$ cat src/rtl/controller_burst_if.sv
// Bus interface for controller_burst: command/key inputs, strobes and status.
// The master modport is the command/transceiver side, the slave modport is the controller.
interface controller_burst_if #(
    parameter int BURST_LEN = 1
);
    localparam int CNT_W = $clog2(BURST_LEN + 1);

    logic             ValidCmd;
    logic             RW;
    logic             InputKey;
    logic             TransferDone;
    logic             Busy;
    logic             Active;
    logic             Mode;
    logic             AccessMem;
    logic             RWMem;
    logic             SampleData;
    logic             TransferData;
    logic [CNT_W-1:0] BeatCount;
    logic             Error;

    modport master (
        output ValidCmd, RW, InputKey, TransferDone,
        input  Busy, Active, Mode, AccessMem, RWMem, SampleData, TransferData,
        input  BeatCount, Error
    );

    modport slave (
        input  ValidCmd, RW, InputKey, TransferDone,
        output Busy, Active, Mode, AccessMem, RWMem, SampleData, TransferData,
        output BeatCount, Error
    );
endinterface

$ cat src/rtl/controller_burst.sv
// controller_burst: key-unlocked burst sequencer for memory/transceiver strobes.
// A serially entered key unlocks the controller and selects the mode; once active,
// each accepted command runs BURST_LEN beats (write: SAMPLE->MEM, read: MEM->XFER).
// Optional transfer watchdog: define CONTROLLER_BURST_WATCHDOG_EN.
module controller_burst #(
    parameter int                   KEY_WIDTH      = 4,
    parameter logic [KEY_WIDTH-1:0] KEY_MODE0      = KEY_WIDTH'(4'b1010),
    parameter logic [KEY_WIDTH-1:0] KEY_MODE1      = KEY_WIDTH'(4'b0101),
    parameter int                   BURST_LEN      = 1,
    parameter int                   IDLE_LIMIT     = 0,
    parameter int                   TIMEOUT_CYCLES = 16
) (
    input logic               Clk,
    input logic               Reset,
    controller_burst_if.slave bus
);
    localparam int CNT_W  = $clog2(BURST_LEN + 1);
    localparam int KCNT_W = $clog2(KEY_WIDTH + 1);
    localparam int IDLE_W = (IDLE_LIMIT > 1) ? $clog2(IDLE_LIMIT + 1) : 1;
    localparam logic [CNT_W-1:0]  LAST_BEAT = CNT_W'(BURST_LEN);
    localparam logic [KCNT_W-1:0] LAST_KBIT = KCNT_W'(KEY_WIDTH - 1);

    typedef enum logic [1:0] {IDLE, SAMPLE, MEM, XFER} state_t;

    state_t               state;
    state_t               state_next;
    logic [KEY_WIDTH-1:0] key_sr;
    logic [KCNT_W-1:0]    key_cnt;
    logic [KEY_WIDTH:0]   key_ext;
    logic [KEY_WIDTH-1:0] key_word;
    logic                 key_last;
    logic                 key_mismatch;
    logic                 active;
    logic                 mode;
    logic                 error;
    logic                 rw_lat;
    logic [CNT_W-1:0]     beat_count;
    logic [CNT_W-1:0]     beat_next;
    logic                 accept;
    logic                 beat_done;
    logic                 wd_abort;
    logic                 idle_expire;

    // The word compared on the last key bit already includes that bit.
    assign key_ext      = {key_sr, bus.InputKey};
    assign key_word     = key_ext[KEY_WIDTH-1:0];
    assign key_last     = !active && bus.ValidCmd && (key_cnt == LAST_KBIT);
    assign key_mismatch = key_last && (key_word != KEY_MODE0) && (key_word != KEY_MODE1);
    assign beat_next    = beat_count + CNT_W'(1);

`ifdef CONTROLLER_BURST_WATCHDOG_EN
    localparam int WD_W = (TIMEOUT_CYCLES > 1) ? $clog2(TIMEOUT_CYCLES + 1) : 1;
    localparam logic [WD_W-1:0] WD_LAST = WD_W'(TIMEOUT_CYCLES - 1);
    logic [WD_W-1:0] wd_cnt;

    // XFER dwell counter; held at zero outside XFER so every entry starts fresh.
    always_ff @(posedge Clk) begin
        if (Reset || state != XFER) wd_cnt <= '0;
        else                        wd_cnt <= wd_cnt + WD_W'(1);
    end
`endif

    // State register.
    always_ff @(posedge Clk) begin
        if (Reset) state <= IDLE;
        else       state <= state_next;
    end

    // Next-state decode; commands are only taken while already sitting in IDLE.
    always_comb begin
        state_next = state;
        accept     = 1'b0;
        beat_done  = 1'b0;
        wd_abort   = 1'b0;
        case (state)
            IDLE: begin
                if (active && bus.ValidCmd) begin
                    accept     = 1'b1;
                    state_next = bus.RW ? SAMPLE : MEM;
                end
            end
            SAMPLE: state_next = MEM;
            MEM: begin
                if (rw_lat) begin
                    beat_done  = 1'b1;
                    state_next = (beat_next < LAST_BEAT) ? SAMPLE : IDLE;
                end else begin
                    state_next = XFER;
                end
            end
            XFER: begin
                if (bus.TransferDone) begin
                    beat_done  = 1'b1;
                    state_next = (beat_next < LAST_BEAT) ? MEM : IDLE;
                end
`ifdef CONTROLLER_BURST_WATCHDOG_EN
                else if (wd_cnt == WD_LAST) begin
                    wd_abort   = 1'b1;
                    state_next = IDLE;
                end
`endif
            end
            default: state_next = IDLE;
        endcase
    end

    // Command direction latch and beat counter (holds after the burst ends).
    always_ff @(posedge Clk) begin
        if (Reset) begin
            rw_lat     <= 1'b0;
            beat_count <= '0;
        end else if (accept) begin
            rw_lat     <= bus.RW;
            beat_count <= '0;
        end else if (beat_done) begin
            beat_count <= beat_next;
        end
    end

    // Key shift/compare while locked; idle expiry relocks and restarts key entry.
    always_ff @(posedge Clk) begin
        if (Reset) begin
            key_sr  <= '0;
            key_cnt <= '0;
            active  <= 1'b0;
            mode    <= 1'b0;
        end else if (active) begin
            key_cnt <= '0;
            if (idle_expire) begin
                active <= 1'b0;
                mode   <= 1'b0;
                key_sr <= '0;
            end
        end else if (bus.ValidCmd) begin
            key_sr <= key_word;
            if (key_last) begin
                key_cnt <= '0;
                if (key_word == KEY_MODE0) begin
                    active <= 1'b1;
                    mode   <= 1'b0;
                end else if (key_word == KEY_MODE1) begin
                    active <= 1'b1;
                    mode   <= 1'b1;
                end
            end else begin
                key_cnt <= key_cnt + KCNT_W'(1);
            end
        end else begin
            key_cnt <= '0;
        end
    end

    // Single-cycle error pulse from a bad key or a watchdog abort.
    always_ff @(posedge Clk) begin
        if (Reset) error <= 1'b0;
        else       error <= key_mismatch || wd_abort;
    end

    generate
        if (IDLE_LIMIT > 0) begin : g_idle
            localparam logic [IDLE_W-1:0] IDLE_LAST = IDLE_W'(IDLE_LIMIT - 1);
            logic [IDLE_W-1:0] idle_cnt;

            assign idle_expire = active && (state == IDLE) && !bus.ValidCmd &&
                                 (idle_cnt == IDLE_LAST);

            // Consecutive idle cycles while unlocked; frozen during a burst.
            always_ff @(posedge Clk) begin
                if (Reset || !active || bus.ValidCmd || idle_expire) idle_cnt <= '0;
                else if (state == IDLE)                              idle_cnt <= idle_cnt + IDLE_W'(1);
            end
        end else begin : g_no_idle
            assign idle_expire = 1'b0;
        end
    endgenerate

    assign bus.Busy         = (state != IDLE);
    assign bus.Active       = active;
    assign bus.Mode         = mode;
    assign bus.AccessMem    = (state == MEM);
    assign bus.RWMem        = (state == MEM) && rw_lat;
    assign bus.SampleData   = (state == SAMPLE);
    assign bus.TransferData = (state == XFER);
    assign bus.BeatCount    = beat_count;
    assign bus.Error        = error;
endmodule

$ cat src/flat_wrapper.sv
// flat-port wrapper written by rule: the top's interface ports become plain ports
module controller_burst_flat 
#(
    parameter int                   KEY_WIDTH      = 4,
    parameter logic [KEY_WIDTH-1:0] KEY_MODE0      = KEY_WIDTH'(4'b1010),
    parameter logic [KEY_WIDTH-1:0] KEY_MODE1      = KEY_WIDTH'(4'b0101),
    parameter int                   BURST_LEN      = 1,
    parameter int                   IDLE_LIMIT     = 0,
    parameter int                   TIMEOUT_CYCLES = 16
)
  (Clk, Reset, bus_ValidCmd, bus_RW, bus_InputKey, bus_TransferDone, bus_Busy, bus_Active, bus_Mode, bus_AccessMem, bus_RWMem, bus_SampleData, bus_TransferData, bus_BeatCount, bus_Error);
  controller_burst_if #(.BURST_LEN(BURST_LEN)) bus_i ();
  input logic Clk;
  input logic Reset;
  input wire logic [$bits(bus_i.ValidCmd)-1:0] bus_ValidCmd;
  input wire logic [$bits(bus_i.RW)-1:0] bus_RW;
  input wire logic [$bits(bus_i.InputKey)-1:0] bus_InputKey;
  input wire logic [$bits(bus_i.TransferDone)-1:0] bus_TransferDone;
  output wire logic [$bits(bus_i.Busy)-1:0] bus_Busy;
  output wire logic [$bits(bus_i.Active)-1:0] bus_Active;
  output wire logic [$bits(bus_i.Mode)-1:0] bus_Mode;
  output wire logic [$bits(bus_i.AccessMem)-1:0] bus_AccessMem;
  output wire logic [$bits(bus_i.RWMem)-1:0] bus_RWMem;
  output wire logic [$bits(bus_i.SampleData)-1:0] bus_SampleData;
  output wire logic [$bits(bus_i.TransferData)-1:0] bus_TransferData;
  output wire logic [$bits(bus_i.BeatCount)-1:0] bus_BeatCount;
  output wire logic [$bits(bus_i.Error)-1:0] bus_Error;
  assign bus_i.ValidCmd = bus_ValidCmd;
  assign bus_i.RW = bus_RW;
  assign bus_i.InputKey = bus_InputKey;
  assign bus_i.TransferDone = bus_TransferDone;
  assign bus_Busy = bus_i.Busy;
  assign bus_Active = bus_i.Active;
  assign bus_Mode = bus_i.Mode;
  assign bus_AccessMem = bus_i.AccessMem;
  assign bus_RWMem = bus_i.RWMem;
  assign bus_SampleData = bus_i.SampleData;
  assign bus_TransferData = bus_i.TransferData;
  assign bus_BeatCount = bus_i.BeatCount;
  assign bus_Error = bus_i.Error;
  controller_burst #(.KEY_WIDTH(KEY_WIDTH), .KEY_MODE0(KEY_MODE0), .KEY_MODE1(KEY_MODE1), .BURST_LEN(BURST_LEN), .IDLE_LIMIT(IDLE_LIMIT), .TIMEOUT_CYCLES(TIMEOUT_CYCLES)) u_core (.Clk(Clk), .Reset(Reset), .bus(bus_i));
endmodule
$ cat config.mk
export PLATFORM = sky130hd
export DESIGN_NAME = controller_burst_flat
export DESIGN_NICKNAME = d
export VERILOG_FILES = /design/src/rtl/controller_burst_if.sv /design/src/rtl/controller_burst.sv /design/src/flat_wrapper.sv
export SDC_FILE = /design/constraint.sdc
export NUM_CORES = 1
export LEC_CHECK = 0
export CAP_MARGIN = 5
export CORE_AREA = 10 10 47 49
export CTS_CLUSTER_SIZE = 20
export DETAILED_ROUTE_END_ITERATION = 16
export DIE_AREA = 0 0 57 59
export DONT_BUFFER_PORTS = 1
export GPL_TIMING_DRIVEN = 0
export SYNTH_ARGS = -nofsm -noshare
export SYNTH_HDL_FRONTEND = slang
export SYNTH_SLANG_ARGS = --single-unit
$ cat constraint.sdc
create_clock -name Clk -period 3.33 [get_ports Clk]
set_clock_uncertainty 0.05 [all_clocks]
set_input_delay 0.1665 -clock Clk [delete_from_list [all_inputs] [get_ports Clk]]
set_output_delay 0.1665 -clock Clk [all_outputs]
set_load 0.01 [all_outputs]
==> impl_results.md <==
* Endpoint, Worst Hold: u_core.key_sr[0]$_SDFFE_PP0N_
* Final Max Slew Viols at 0
* Achievable Freq at 732 MHz
* Hold crit path type: in -> reg
* Reg2reg path depth at 4
* Hold Vio Cnt, Final at 0
* Hold path start: bus_InputKey
* Initial antenna violation count at 0
* Reg-to-reg endpoint: u_core.key_cnt[1]$_SDFF_PP0_
* Critical path type: reg -> out
* Total power at 0.266 mW
* Largest net degree at the start of global routing at 11
* Design area at around 660 um2
* Reg-to-Reg Start: u_core.key_cnt[0]$_SDFF_PP0_
* Max-Cap Viols at 0
* Cells after synthesis at between 60 and 70
* Syn_area_per_cell at ~9.7 um2
* Cell variety after synth at 25
* Slew margin rel. at between 70% and 80%
* Initial Utilization at a little over two fifths
* TritonCTS clock tree: yes
* CP Max Fanout at 8
* Clock Tree Buf Depth at 2
* Final period util at 41.0%
* Crit start category: register
* Worst Tran Pin Value at approximately 380 ps
* # IOs at 15
* Antenna cells at 0
* Chip Height at approximately 59 um
* Routed len/inst at between 10 and 15 um
* Top FF cell, synth: dfxtp_1
* Via count at ~440
* All-Layer GR Usage at 7.03%
* Crit. End Element: output pin
* Clock-pin slew on the worst setup and hold paths at 70 ps
* R2r setup slk at 1990 ps
* Layout area overhead at 9.36%
* Die W at 57 um
* Status: finished, final reports clean
* Register area share after synthesis at between 40 and 50%
* I/O Buffers at 0
* Hold path cells at 2
* Drt total wl at roughly 1100 um
* CTS buffer count at 3
* Cts hold-fix bufs at 1
* CTS Sinks at 13
* Post-Place Cell Area at 622 um2
* Worst path slowest cell: dfxtp_1
* Synth area leader: dfxtp_1
* Setup Buffers After CTS at 0
* Worst path required time at between 3000 and 4000 ps
* Static leakage at 0.251 nW
* Final setup viols at 0
* Antenna-violating nets left at 0
* Std cell rows at 14
* Core area at 0.00140 mm2
* Power density over cell area at just over 400 mW/mm2
* Via-to-Cell Ratio at 5.24
* Synth Cell Area at roughly 600 um2
* Fin nets at 76
* Synth Register Bits at 13
* HPWL Detailed at 877 um
* Root Buffer: clkbuf_4
* Drt pass-1 iters at 4
* Top-area cell type share of the netlist area at between 40% and 50%
* Syn Nets at 70
* CTS resizes at 0
* Skew-Pair Late Insertion Delay at 270 ps
* Post-synth EDFFs at 0
* Fin crit period at about 1400 ps
* Worst path arrival time at 1150 ps
* CP peak stage delay at 440 ps
* First-pass GRT wire length at 1890 um
* # H-tree levels at 1
* Vias in the first global route at 429
* Ys async rst share at 0%
* Overflow after GRT at 0
* CP Cell Sequence: inv_1 -> nor3_1
* Top cells by area, synth: dfxtp_1, mux2i_1, nor2_1
* Setup WS pre-CTS at between 1500 and 2000 ps
* Setup_tns at 0 ps
* Iteration-0 DRC Markers at 1
* Full die area at 0.00336 mm2
* Final GP Congestion at 0.676
* Post-route DRC at 0
* Layout cells sized above 1 at 16.4%
* Setup ws final at 1960 ps
* VDD IR max at approximately 240 uV
* RSZ-0062 raised after global routing: no
* Syn. warnings at 0
[area by class of cell]
type,instances,area [um2]
Fill cell,144,743
Multi-Input combinational cell,40,293
Sequential cell,13,260
Clock buffer,4,26.3
Inverter,7,26.3
Buffer,2,22.5
Tap cell,16,20.0
Timing Repair Buffer,1,10.0
[placed cells by master, fill, tap and decap left out, types with 3 or more instances in the layout]
cell type   n
dfxtp_1    13
a21oi_1     3
mux2i_1     4
nand2_1     3
nor2_1      8
clkbuf_4    3
inv_1       7
[metal layers]
metal	GRT usage, %	wire (um)	vias up	share of wire (%)
met4	5.03	10	0	0.90
met5	0	0	-	0
met1	7.21	469	195	42
met3	4.08	131	2	12
met2	10.5	504	11	45
li1	-	-	227	-
[cell usage after synthesis (2+ instances only)]
cell type / count
inv_1: 7
ha_1: 2
dfxtp_1: 13
nor3_1: 2
nor2_1: 8
and4bb_2: 2
a211oi_1: 2
mux2i_1: 4
buf_6: 2
a21oi_1: 3
nand2_1: 3
[kinds of logic after synthesis]
kind of cell | after synthesis | synth area share, %
adders and majority gates | 2 | 4.16
DFF | 13 | 43.2
buffers and inverters | 9 | 8.11
and+or+nand+nor | 24 | 25.6
AOI/OAI and AO/OA | 10 | 12.3
muxes | 4 | 6.65
[stage by stage]
| step | utilization, % | cells | hold slack [ps] |
|---|---|---|---|
| 6_report | 47.0 | 83 | 7.39 |
| 5_1_grt | 47.0 | 83 | 40.3 |
| 4_1_cts | 47.0 | 83 | 9.20 |
| 3_5_place_dp | 44.4 | 78 | 240 |
| 3_3_place_gp | 44.4 | 78 | 235 |
| 2_1_floorplan | - | 62 | 229 |
[state kept, by name (all words and copies together) (netlist names)]
register	flops
u_core.key_cnt	3
u_core.key_sr	3
u_core.state	2
u_core.bus.Active	1
u_core.bus.BeatCount	1
u_core.bus.Error	1
u_core.bus.Mode	1
u_core.rw_lat	1
[critical path, delay by kind of cell, from the launching register on]
| family | cells | cell delay (ps) |
|---|---|---|
| flip-flops | 1 | 440 |
| buffers and inverters | 1 | 120 |
| AND/OR/NAND/NOR | 1 | 320 |
[how the worst max path moves through the flow]
stage	startpoint	end	slack (ps)	cells after the start
floorplan	u_core.key_cnt[0]$_SDFF_PP0_	u_core.key_cnt[0]$_SDFF_PP0_	2080	4
global placement	u_core.key_cnt[0]$_SDFF_PP0_	u_core.key_cnt[1]$_SDFF_PP0_	2020	4
detailed placement	u_core.key_cnt[0]$_SDFF_PP0_	u_core.key_cnt[1]$_SDFF_PP0_	1990	4
CTS	u_core.state[1]$_SDFFE_PP0P_	bus_RWMem	1940	2
global route	u_core.state[1]$_SDFFE_PP0P_	bus_RWMem	1870	2
finish	u_core.state[1]$_SDFFE_PP0P_	bus_RWMem	1960	2
[where the power goes]
group / internal, mW / switching [mW]
Combinational: 0.00655 / 0.00593
Clock: 0.0463 / 0.0478
Sequential: 0.158 / 0.00151
No activity file was read; power rests on OpenSTA's default activity.
